### config.mk
export PLATFORM = sky130hd
export DESIGN_NAME = vscale_fregfile_sb
export DESIGN_NICKNAME = d
export VERILOG_FILES = /design/src/rtl/vscale_fregfile_sb.sv
export SDC_FILE = /design/constraint.sdc
export NUM_CORES = 2
export LEC_CHECK = 0
export BUFFER_PORTS_ARGS = -buffer_cell sky130_fd_sc_hd__buf_4
export CAP_MARGIN = 10
export CORE_UTILIZATION = 60
export DETAILED_ROUTE_END_ITERATION = 12
export PLACE_DENSITY_LB_ADDON = 0.15
export REMOVE_ABC_BUFFERS = 1
export SLEW_MARGIN = 20
export SYNTH_ARGS = -nofsm -noshare
export SYNTH_HDL_FRONTEND = slang
export SYNTH_SLANG_ARGS = --single-unit
### constraint.sdc
create_clock -name clk -period 5 [get_ports clk]
set_clock_uncertainty 0.05 [all_clocks]
set_input_delay 0.5 -clock clk [delete_from_list [all_inputs] [get_ports clk]]
set_output_delay 0.5 -clock clk [all_outputs]
set_load 0.005 [all_outputs]
### src/rtl/vscale_fregfile_sb.sv
// FP register file: two logical write ports over one physical port, a one-entry skid for the
// long-latency port, a write-pending scoreboard. Define VSCALE_FREGFILE_CLEAR_EN for the clear sequencer.
module vscale_fregfile_sb #(
    parameter int unsigned WIDTH = 32,
    parameter int unsigned DEPTH = 32,
    parameter int unsigned AW    = 5
) (
    input  logic             clk,
    input  logic             reset_n,
    input  logic [AW-1:0]    ra1,
    input  logic [AW-1:0]    ra2,
    input  logic [AW-1:0]    ra3,
    output logic [WIDTH-1:0] rd1,
    output logic [WIDTH-1:0] rd2,
    output logic [WIDTH-1:0] rd3,
    output logic             busy1,
    output logic             busy2,
    output logic             busy3,
    input  logic             issue_valid,
    input  logic [AW-1:0]    issue_wa,
    input  logic             wen0,
    input  logic [AW-1:0]    wa0,
    input  logic [WIDTH-1:0] wd0,
    input  logic             wen1,
    input  logic [AW-1:0]    wa1,
    input  logic [WIDTH-1:0] wd1,
    output logic             wr1_ready,
    output logic             ready
);

    logic          clr_we;
    logic [AW-1:0] clr_addr;

`ifdef VSCALE_FREGFILE_CLEAR_EN
    typedef enum logic [0:0] {StClear, StRun} state_e;

    state_e        state_q;
    logic [AW-1:0] clr_cnt_q;

    always_ff @(posedge clk) begin
        if (!reset_n) begin
            state_q   <= StClear;
            clr_cnt_q <= '0;
        end else if (state_q == StClear) begin
            clr_cnt_q <= clr_cnt_q + 1'b1;
            if (clr_cnt_q == AW'(DEPTH - 1)) begin
                state_q <= StRun;
            end
        end
    end

    assign ready    = reset_n && (state_q == StRun);
    assign clr_we   = reset_n && (state_q == StClear);
    assign clr_addr = clr_cnt_q;
`else
    logic run_q;

    always_ff @(posedge clk) begin
        if (!reset_n) begin
            run_q <= 1'b0;
        end else begin
            run_q <= 1'b1;
        end
    end

    assign ready    = reset_n && run_q;
    assign clr_we   = 1'b0;
    assign clr_addr = '0;
`endif

    logic             skid_valid_q;
    logic [AW-1:0]    skid_wa_q;
    logic [WIDTH-1:0] skid_wd_q;

    logic p0_we;
    logic p1_acc;
    logic p1_direct;
    logic skid_capture;
    logic skid_drain;
    logic skid_cancel;

    assign wr1_ready = ready && !skid_valid_q;

    always_comb begin
        p0_we        = ready && wen0;
        p1_acc       = wen1 && wr1_ready;
        p1_direct    = p1_acc && !p0_we;
        skid_capture = p1_acc && p0_we;
        skid_drain   = ready && skid_valid_q && !p0_we;
        // A port-0 write to the skid address supersedes the older long-latency value.
        skid_cancel  = skid_valid_q && p0_we && (wa0 == skid_wa_q);
    end

    always_ff @(posedge clk) begin
        if (!reset_n) begin
            skid_valid_q <= 1'b0;
        end else if (skid_capture) begin
            skid_valid_q <= 1'b1;
            skid_wa_q    <= wa1;
            skid_wd_q    <= wd1;
        end else if (skid_drain || skid_cancel) begin
            skid_valid_q <= 1'b0;
        end
    end

    logic [WIDTH-1:0] mem_q [DEPTH];
    logic             mem_we;
    logic [AW-1:0]    mem_wa;
    logic [WIDTH-1:0] mem_wd;

    always_comb begin
        mem_we = 1'b0;
        mem_wa = '0;
        mem_wd = '0;
        if (clr_we) begin
            mem_we = 1'b1;
            mem_wa = clr_addr;
        end else if (p0_we) begin
            mem_we = 1'b1;
            mem_wa = wa0;
            mem_wd = wd0;
        end else if (skid_drain) begin
            mem_we = 1'b1;
            mem_wa = skid_wa_q;
            mem_wd = skid_wd_q;
        end else if (p1_direct) begin
            mem_we = 1'b1;
            mem_wa = wa1;
            mem_wd = wd1;
        end
    end

    always_ff @(posedge clk) begin
        if (mem_we) begin
            mem_q[mem_wa] <= mem_wd;
        end
    end

    logic [DEPTH-1:0] busy_q;
    logic [DEPTH-1:0] busy_clr;
    logic [DEPTH-1:0] busy_set;
    logic [DEPTH-1:0] busy_vis;

    always_comb begin
        busy_clr = '0;
        busy_set = '0;
        if (skid_drain || skid_cancel) begin
            busy_clr[skid_wa_q] = 1'b1;
        end
        if (p1_direct) begin
            busy_clr[wa1] = 1'b1;
        end
        if (ready && issue_valid) begin
            busy_set[issue_wa] = 1'b1;
        end
    end

    assign busy_vis = busy_q & ~busy_clr;

    always_ff @(posedge clk) begin
        if (!reset_n) begin
            busy_q <= '0;
        end else begin
            busy_q <= busy_vis | busy_set;
        end
    end

    logic [AW-1:0]    ra_arr [3];
    logic [WIDTH-1:0] rd_arr [3];
    logic             bz_arr [3];

    assign ra_arr[0] = ra1;
    assign ra_arr[1] = ra2;
    assign ra_arr[2] = ra3;

    always_comb begin
        for (int i = 0; i < 3; i++) begin
            bz_arr[i] = ready && busy_vis[ra_arr[i]];
            if (!ready) begin
                rd_arr[i] = '0;
            end else if (p0_we && (wa0 == ra_arr[i])) begin
                rd_arr[i] = wd0;
            end else if (skid_valid_q && (skid_wa_q == ra_arr[i])) begin
                rd_arr[i] = skid_wd_q;
            end else if (p1_direct && (wa1 == ra_arr[i])) begin
                rd_arr[i] = wd1;
            end else begin
                rd_arr[i] = mem_q[ra_arr[i]];
            end
        end
    end

    assign rd1   = rd_arr[0];
    assign rd2   = rd_arr[1];
    assign rd3   = rd_arr[2];
    assign busy1 = bz_arr[0];
    assign busy2 = bz_arr[1];
    assign busy3 = bz_arr[2];

endmodule

==> results_dict.tcl <==
set metrics [dict create \
    synth_top_cell_by_area "edfxtp_1" \
    cts_root_buffer "clkbuf_16" \
    clock_sinks 1095 \
    grtUsageMet2_pct 63.2 \
    clk_pin_slew_worst_paths_ns 0.07 \
    overflow 0 \
    io_pins 200 \
    synthArstFlopShare_pct 0 \
    syn_inst 3731 \
    dieWidth_microns 326 \
    path_max_fanout 12 \
    slew_headroom_pct 34.3 \
    ys_warn_count 0 \
    antenna_left 0 \
    clkLatencyLatePin_ns 0.73 \
    antenna_cells 0 \
    place_area_sq_um 67400 \
    final_cell_area_sq_um 71600 \
    synth_common_cells "edfxtp_1, mux4_2, o21ai_0" \
    powerDensity_nw_per_um2 303 \
    p_leak_nw 21.3 \
    status "finished clean" \
    grt_pass1_vias 44100 \
    cpPeakStageDelay_ns 0.77 \
    yosys.cell_types.count 76 \
    min_period_over_period_pct 96.2 \
    drt_wl_total_microns 220000 \
    place.gp.congestion 0.945 \
    vias 43800 \
    nFillCells 6605 \
    startpoint_type "register" \
    drive_gt1_share_pct 40.6 \
    syn_area_sq_um 63100 \
    dp_cells 5158 \
    io_buffers 199 \
    hold_viol 0 \
    cts_resized 0 \
    slew_viol_final 0 \
    dieHeight_microns 326 \
    synth_edf_count 1061 \
    multiInputGateArea_sq_um 29300 \
    timing.final.ws_setup_ns 0.191 \
    drt_iter0_markers 7708 \
    busiest_layer "met2" \
    ir_worst_vdd_mv 0.327 \
    area.growth.synth_to_final_pct 13.5 \
    crit_chain "nand2b_1 -> or4_1 -> o21ai_0 -> a21oi_1 -> a2111oi_0 -> a211oi_1 -> a31oi_1 -> o211ai_1 -> buf_4" \
    rows 118 \
    grt_antenna_before_repair 4 \
    max_cap_viol_count 0 \
    grt_pass1_wl_microns 314000 \
    clock_path_buffers 3 \
    wl_per_cell_microns 40.8 \
    fin_cells 5400 \
    fin_tns_setup_ns 0 \
    fp.coreArea_sq_um 104000 \
    hold_ws_ns 0.0618 \
    netlist.area_leader.share_pct 50.5 \
    synth.most_common_cell "edfxtp_1" \
    cts_buffers 113 \
    criticalPathCategory "reg2out" \
    synth-main-ff-cell "edfxtp_1" \
    dieArea_sq_um 106000 \
    grtUsageTotal_pct 41.9 \
    crit_path_end_kind "output pin" \
    cts_tree "done" \
    netlist_top_cells_area "edfxtp_1, mux4_2, o21ai_0" \
    min_period_ns 4.81 \
    setup_viol 0 \
    first_pass_iters 9 \
    hp-class "in2reg" \
    synth_seq_cells 1095 \
    postSynthAreaPerCell_sq_um 16.9 \
    start_util_pct 60.7 \
    seq_area_frac_synth_pct 51.6 \
    final_net_count 4025 \
    post-place-ws_ns 0.887 \
    slowest_stage "or4_1" \
    rsz0062_at_grt "no" \
    vias_per_cell 8.11 \
    grt_max_degree 68 \
    grt_use_met1_pct 54.0 \
    clock.fmax_ghz 0.208 \
    critical_path_arrival_ns 4.26 \
    drc 0 \
    htree_levels 3 \
    tightest_slew_ns 0.985 \
    required_ns 4.45 \
    dp_hpwl_microns 129000 \
    grtUsageMet3_pct 14.2 \
    seqCellArea_sq_um 32500 \
]
-- final cells by class --
cell class / count / area share (%)
Inverter: 16 / 0.0873
Multi-Input combinational cell: 2252 / 41.0
Timing Repair Buffer: 448 / 5.76
Tap cell: 1380 / 2.41
Sequential cell: 1095 / 45.4
Clock buffer: 131 / 4.16
Clock inverter: 78 / 1.17
-- power breakdown --
| group | switching [mW] | internal, mW | total [mW] |
|---|---|---|---|
| Sequential | 0.0630 | 10.2 | 10.2 |
| Clock | 3.71 | 5.16 | 8.87 |
| Combinational | 1.45 | 1.16 | 2.61 |
| Total | 5.23 | 16.5 | 21.7 |
-- through the flow --
| stage | utilization (%) | power [mW] |
|---|---|---|
| 2_1_floorplan | - | 11.7 |
| 3_3_place_gp | 64.8 | 12.9 |
| 3_5_place_dp | 64.9 | 12.9 |
| 4_1_cts | 68.8 | 21.7 |
| 5_1_grt | 68.9 | 22.1 |
| 6_report | 68.9 | 21.7 |
-- final timing paths --
| path | start | endpoint | slack [ns] | depth (start not counted) |
|---|---|---|---|---|
| max | skid_valid_q$_SDFFE_PN0P_ | busy1 | 0.19 | 9 |
| min reg2reg | busy_q[9]$_SDFF_PN0_ | busy_q[9]$_SDFF_PN0_ | 0.54 | 2 |
| min | wa1[0] | skid_wa_q[0]$_DFFE_PP_ | 0.06 | 1 |
| max reg2reg | skid_valid_q$_SDFFE_PN0P_ | mem_q[2][8]$_DFFE_PP_ | 1.26 | 9 |
-- critical path: cells and delay by family, from the launching register on --
kind	cells	cell delay [ns]
simple gates	2	1.16
compound gates	6	1.74
flops	1	0.43
buf+inv	1	0.20
-- cells in the final DEF, fill, tap and decap left out, types with 37 or more instances in the layout --
cell | Yosys | layout
o21ai_0 | 318 | 318
buf_4 | 5 | 358
mux2i_1 | 63 | 63
nand3_1 | 62 | 57
clkbuf_16 | 0 | 117
nand2_1 | 190 | 189
mux4_2 | 967 | 967
a22oi_1 | 37 | 37
nor2_1 | 210 | 177
edfxtp_1 | 1061 | 1061
a21oi_1 | 155 | 145
buf_12 | 0 | 49
-- registers in the layout (all words and copies together) (netlist names) --
signal        cells
mem_q          1024
skid_wa_q         5
skid_wd_q        32
run_q             1
skid_valid_q      1
busy_q           32
-- kinds of logic (layout without fill, tap and decap cells) --
group / Yosys count / after routing / synth area share [%]
compound gates: 607 / 607 / 5.52
xor+xnor: 50 / 50 / 0.783
buf+inv: 384 / 673 / 2.54
flops: 1095 / 1095 / 51.6
mux: 1032 / 1032 / 35.6
simple gates: 563 / 563 / 3.99
-- timing repair --
| action | CTS | global route |
|---|---|---|
| hold endpoints to repair | 32 | 0 |
| buffers inserted | 0 | 0 |
| hold buffers | 32 | 0 |
-- routing by layer --
layer	up-vias	part of all wire (%)
met5	-	0.027
met1	22200	31
li1	16300	-
met4	8	6.5
met2	4319	46
met3	951	16
Note: power is estimated with default switching activity, not from simulation.
